`config.mk`:
```
export PLATFORM = sky130hd
export DESIGN_NAME = uart_rx_param
export DESIGN_NICKNAME = d
export VERILOG_FILES = /design/src/rtl/uart_rx_param.sv
export SDC_FILE = /design/constraint.sdc
export NUM_CORES = 1
export LEC_CHECK = 0
export CAP_MARGIN = 20
export CORE_MARGIN = 3
export CORE_UTILIZATION = 25
export CTS_BUF_LIST = sky130_fd_sc_hd__clkbuf_8
export CTS_CLUSTER_SIZE = 28
export DETAILED_ROUTE_END_ITERATION = 10
export GPL_TIMING_DRIVEN = 0
export PLACE_DENSITY = 0.49
export SLEW_MARGIN = 20
export SYNTH_ARGS = -nofsm -noshare
export SYNTH_HDL_FRONTEND = slang
export SYNTH_SLANG_ARGS = --single-unit
export TNS_END_PERCENT = 50
```
`constraint.sdc`:
```
create_clock -name clk -period 3.3 [get_ports clk]
set_input_delay 0.33 -clock clk [delete_from_list [all_inputs] [get_ports clk]]
set_output_delay 0.33 -clock clk [all_outputs]
set_load 0.1 [all_outputs]
```
`src/rtl/uart_rx_param.sv`:
```
// uart_rx_param: parametrised UART receiver with 2-flop input synchroniser,
// mid-bit sampling, start-bit glitch rejection, optional parity and 1/2 stop bits.
// Ports: clk, rst (async, active-high), rx (serial in, idles high),
//        data_out (last word), rx_valid (1-cycle strobe), parity_err,
//        frame_err (held with data_out), busy (frame in progress).
module uart_rx_param #(
    parameter int CLKS_PER_BIT = 16,
    parameter int DATA_BITS    = 8,
    parameter int PARITY_EN    = 0,
    parameter int PARITY_ODD   = 0,
    parameter int STOP_BITS    = 1
) (
    input  logic                 clk,
    input  logic                 rst,
    input  logic                 rx,
    output logic [DATA_BITS-1:0] data_out,
    output logic                 rx_valid,
    output logic                 parity_err,
    output logic                 frame_err,
    output logic                 busy
);

    localparam int BW = $clog2(CLKS_PER_BIT);
    localparam int CW = $clog2(DATA_BITS + 1);

    localparam logic [BW-1:0] BAUD_LAST = BW'(CLKS_PER_BIT - 1);
    localparam logic [BW-1:0] BAUD_HALF = BW'(CLKS_PER_BIT / 2 - 1);
    localparam logic [CW-1:0] BIT_LAST  = CW'(DATA_BITS - 1);
    localparam logic          STOP_LAST = (STOP_BITS == 2);
    localparam logic          PAR_ON    = (PARITY_EN != 0);
    localparam logic          PAR_ODD   = (PARITY_ODD != 0);

    localparam logic [2:0] S_IDLE  = 3'd0;
    localparam logic [2:0] S_START = 3'd1;
    localparam logic [2:0] S_DATA  = 3'd2;
    localparam logic [2:0] S_PAR   = 3'd3;
    localparam logic [2:0] S_STOP  = 3'd4;
    localparam logic [2:0] S_BRK   = 3'd5;

    logic [1:0]           sync_q, sync_d;
    logic [2:0]           state_q, state_d;
    logic [BW-1:0]        baud_q, baud_d;
    logic [CW-1:0]        bit_q, bit_d;
    logic                 stop_q, stop_d;
    logic [DATA_BITS-1:0] shift_q, shift_d;
    logic                 perr_q, perr_d;
    logic                 ferr_q, ferr_d;
    logic [DATA_BITS-1:0] data_q, data_d;
    logic                 valid_q, valid_d;
    logic                 perr_out_q, perr_out_d;
    logic                 ferr_out_q, ferr_out_d;
    logic                 busy_q, busy_d;

    logic rx_s;
    logic baud_end;
    logic par_exp;
    logic ferr_now;

    assign rx_s     = sync_q[1];
    assign baud_end = (baud_q == BAUD_LAST);
    assign par_exp  = (^shift_q) ^ PAR_ODD;
    // stop sample folded into the running flag so the last sample counts
    assign ferr_now = ferr_q | ~rx_s;

    always_comb begin
        sync_d     = {sync_q[0], rx};
        state_d    = state_q;
        baud_d     = baud_q;
        bit_d      = bit_q;
        stop_d     = stop_q;
        shift_d    = shift_q;
        perr_d     = perr_q;
        ferr_d     = ferr_q;
        data_d     = data_q;
        valid_d    = 1'b0;
        perr_out_d = perr_out_q;
        ferr_out_d = ferr_out_q;
        case (state_q)
            S_IDLE: begin
                if (!rx_s) begin
                    state_d = S_START;
                    baud_d  = '0;
                    perr_d  = 1'b0;
                    ferr_d  = 1'b0;
                end
            end
            S_START: begin
                if (baud_q == BAUD_HALF) begin
                    // high at mid start bit: a glitch, not a frame
                    if (!rx_s) begin
                        state_d = S_DATA;
                        baud_d  = '0;
                        bit_d   = '0;
                    end else begin
                        state_d = S_IDLE;
                    end
                end else begin
                    baud_d = baud_q + 1'b1;
                end
            end
            S_DATA: begin
                if (baud_end) begin
                    baud_d  = '0;
                    // shifting in at the top leaves bit 0 at the LSB
                    shift_d = {rx_s, shift_q[DATA_BITS-1:1]};
                    if (bit_q == BIT_LAST) begin
                        state_d = PAR_ON ? S_PAR : S_STOP;
                        stop_d  = 1'b0;
                    end else begin
                        bit_d = bit_q + 1'b1;
                    end
                end else begin
                    baud_d = baud_q + 1'b1;
                end
            end
            S_PAR: begin
                if (baud_end) begin
                    baud_d  = '0;
                    perr_d  = (rx_s != par_exp);
                    state_d = S_STOP;
                    stop_d  = 1'b0;
                end else begin
                    baud_d = baud_q + 1'b1;
                end
            end
            S_STOP: begin
                if (baud_end) begin
                    baud_d = '0;
                    ferr_d = ferr_now;
                    if (stop_q == STOP_LAST) begin
                        data_d     = shift_q;
                        perr_out_d = PAR_ON & perr_q;
                        ferr_out_d = ferr_now;
                        valid_d    = 1'b1;
                        state_d    = ferr_now ? S_BRK : S_IDLE;
                    end else begin
                        stop_d = 1'b1;
                    end
                end else begin
                    baud_d = baud_q + 1'b1;
                end
            end
            S_BRK: begin
                // wait out a held-low line before hunting for a start bit
                if (rx_s) state_d = S_IDLE;
            end
            default: state_d = S_IDLE;
        endcase
        busy_d = (state_d != S_IDLE);
    end

    always_ff @(posedge clk or posedge rst) begin
        if (rst) begin
            sync_q     <= 2'b11;
            state_q    <= S_IDLE;
            baud_q     <= '0;
            bit_q      <= '0;
            stop_q     <= 1'b0;
            shift_q    <= '0;
            perr_q     <= 1'b0;
            ferr_q     <= 1'b0;
            data_q     <= '0;
            valid_q    <= 1'b0;
            perr_out_q <= 1'b0;
            ferr_out_q <= 1'b0;
            busy_q     <= 1'b0;
        end else begin
            sync_q     <= sync_d;
            state_q    <= state_d;
            baud_q     <= baud_d;
            bit_q      <= bit_d;
            stop_q     <= stop_d;
            shift_q    <= shift_d;
            perr_q     <= perr_d;
            ferr_q     <= ferr_d;
            data_q     <= data_d;
            valid_q    <= valid_d;
            perr_out_q <= perr_out_d;
            ferr_out_q <= ferr_out_d;
            busy_q     <= busy_d;
        end
    end

    assign data_out   = data_q;
    assign rx_valid   = valid_q;
    assign parity_err = perr_out_q;
    assign frame_err  = ferr_out_q;
    assign busy       = busy_q;

endmodule

```
==> results by group <==
Run status
  • Outcome: completed

STA
  • Sum Neg Setup Slack: 0 ns
  • FMAX: 0.472 GHz
  • Setup violations, final: 0
  • Clock skew: 0.00374 ns
  • Max-slew headroom: 35.5%
  • Max Slew Vio Count: 0
  • Fin crit share: 64.2%
  • Slew @ Worst Pin: 0.965 ns
  • Final Hold Fails: 0
  • Tmin final: 2.12 ns
  • RSZ-0062 raised after global routing: no

Critical path
  • Crit path required time: 2.97 ns
  • CP top delay family: buffers and inverters
  • Critical path class: reg2out
  • Worst EP arrival: 1.79 ns
  • Setup crit end kind: primary output
  • Worst setup SP type: flop
  • Highest net fanout along the worst path: 2
  • Critical path's slowest cell: clkdlybuf4s50_1
  • Crit-path max cell delay: 1.13 ns
  • Buf+Inv Stages, Crit Path: 1
  • CP cell instances: clkdlybuf4s50_1

GRT
  • Pin count of the biggest net entering global routing: 34
  • Total congestion overflow: 0
  • Initial antenna violation count: 0
  • First-pass GRT wire length: 5330 um
  • Vias in the first global route: 1,050
  • Total GRT Usage: 9.22%

Clock tree
  • Clk_lat worst skew: 0.29 ns
  • Post-CTS setup buffers: 0
  • Total CTS buffers: 5
  • Clk sinks: 33
  • CTS tree: yes
  • Root Buffer: clkbuf_8
  • Cts repair resizes: 0
  • CTS clock-pin slew for the worst setup and hold paths: 0.07 ns
  • CTS H-tree depth: 2
  • Clock Tree Buf Depth: 2
  • CTS Hold Bufs: 0

Die
  • FP Rows: 28
  • Die footprint: 7470 um^2
  • Initial core utilization: 26.5%
  • Die W: 86.4 um
  • Die Ht: 86.4 um
  • Top Ports: 15
  • Core area: 6100 um^2

Pwr
  • Comb pwr share: 26.4%
  • Pleak: 0.921 nW
  • Int Power: 0.000918 W
  • Sw frac: 31.8%
  • VDD IR max: 0.209 mV
  • Net switching power: 0.000427 W
  • Clock share of power: 34.1%
  • Seq pwr share: 39.5%
  • PD cells: 681 nW/um^2

Finish
  • Most common cell after layout, fill and taps aside: dfrtp_1
  • Area Overhead vs Synth: 22.1%
  • Commonest non-fill, non-tap cells in the layout: dfrtp_1 (31), nand2_1 (25), clkdlybuf4s50_1 (13)
  • Final core utilization: 32.4%
  • Fraction of layout cells with a size suffix above 1: 17.8%
  • Final #Nets: 178
  • Antenna diodes: 0

Placed design
  • Port Buf Inserts: 13
  • Final GP Congestion: 0.750
  • Dpl hpwl: 2090 um

Logic synthesis
  • EDFF count, synth: 0
  • Synth Instances: 153
  • Ranking of synthesized cells by area: dfrtp_1 (48%), mux2_4 (7.4%), nand2_1 (5.8%)
  • Async SR Flop Fraction: 100%
  • Seq cells post-synth: 33
  • Syn Nets: 158
  • Synth Warn #: 0
  • Synth Area per Inst: 10.6 um^2
  • Cell variety after synth: 44
  • Synthesized area: 1620 um^2
  • Top_reg_cell synth: dfrtp_1
  • Synth area leader: dfrtp_1
  • Yosys top cell area share: 48.0%
  • Sequential-to-total area share from yosys stat: 51.2%

Job
  • Max Cap Viol: 0

Drt
  • Routed WL per cell: 12.3 um
  • Final WL: 3070 um
  • 1st-pass router iterations: 4
  • Via count: 1,148
  • Drt initial violations: 93
  • DR DRC count: 0
  • Via density: 4.61
  • Routed Antenna Nets: 0

Worst hold path
  • Worst hold path class: reg2reg
stage by stage:
stage / setup slack, ns / std cells / power (W) / cell area [um^2] / hold slack [ns]
detailed placement: 1.35 / 241 / 0.000891 / 1840 / 0.349
CTS: 1.17 / 249 / 0.00136 / 1980 / 0.359
floorplan: 1.54 / 153 / 0.000812 / 1620 / 0.334
global route: 1.12 / 249 / 0.00144 / 1980 / 0.360
global placement: 1.31 / 241 / 0.000899 / 1840 / 0.346
finish: 1.18 / 249 / 0.00135 / 1980 / 0.358
cell type report:
class,count,area [um^2]
Buffer,10,60.1
Clock buffer,5,68.8
Clock inverter,3,65.1
Fill cell,629,4120
Inverter,6,22.5
Multi-Input combinational cell,104,707
Sequential cell,33,828
Tap cell,75,93.8
Timing Repair Buffer,13,130
Yosys cell counts (all sizes together), types with 3 or more instances:
cell,count
nand3,4
or3,3
buf,9
mux2,8
nor2,11
dfrtp,31
xnor2,4
a31oi,3
inv,6
o21ai,4
nor4,3
nand2,25
nand2b,3
a221o,3
nor2b,4
logic make-up (layout without fill, tap and decap cells):
family	count (synthesis)	count (layout)	share of synthesized area [%]
AOI/OAI and AO/OA	26	26	12.1
xor gates and xnor gates	4	4	2.17
adders and majority gates	2	2	1.55
buffers and inverters	16	37	5.10
DFF	33	33	51.2
muxes	9	9	8.04
other	1	1	0.232
and+or+nand+nor	62	62	19.6
routing by layer:
layer / GRT usage, % / routed length (um)
met1: 12.9 / 1510
met2: 12.9 / 1360
met3: 2.85 / 155
met4: 4.25 / 53
met5: 0 / 0
final timing paths:
path	from	endpoint	slack (ns)	cells after the start
max reg2reg	baud_q[0]	busy	1.33	6
min in group asynchronous	rst	state_q[2]	0.47	2
min reg2reg	sync_q[0]	sync_q[1]	0.36	0
max in group asynchronous	rst	bit_q[3]	2.39	2
min	sync_q[0]	sync_q[1]	0.36	0
max	data_out[3]	data_out[3]	1.18	1
sequential cells by signal, summed over array words and instances (netlist names):
register and count:
data_out 8, baud_q 4, bit_q 4, shift_q 8, frame_err 1, ferr_q 1
rx_valid 1, state_q 3, busy 1, sync_q 2
power groups by stage:
| stage | registers (W) | logic [W] | clock network [W] |
|---|---|---|---|
| after floorplan | 0.000531 | 0.000282 | 0 |
| after global placement | 0.000541 | 0.000359 | 0 |
| after detailed placement | 0.000539 | 0.000352 | 0 |
| after CTS | 0.000532 | 0.000357 | 0.000476 |
| after global routing | 0.000544 | 0.000397 | 0.000495 |
| final | 0.000531 | 0.000355 | 0.000459 |
Power figures use the tool's default switching activity.
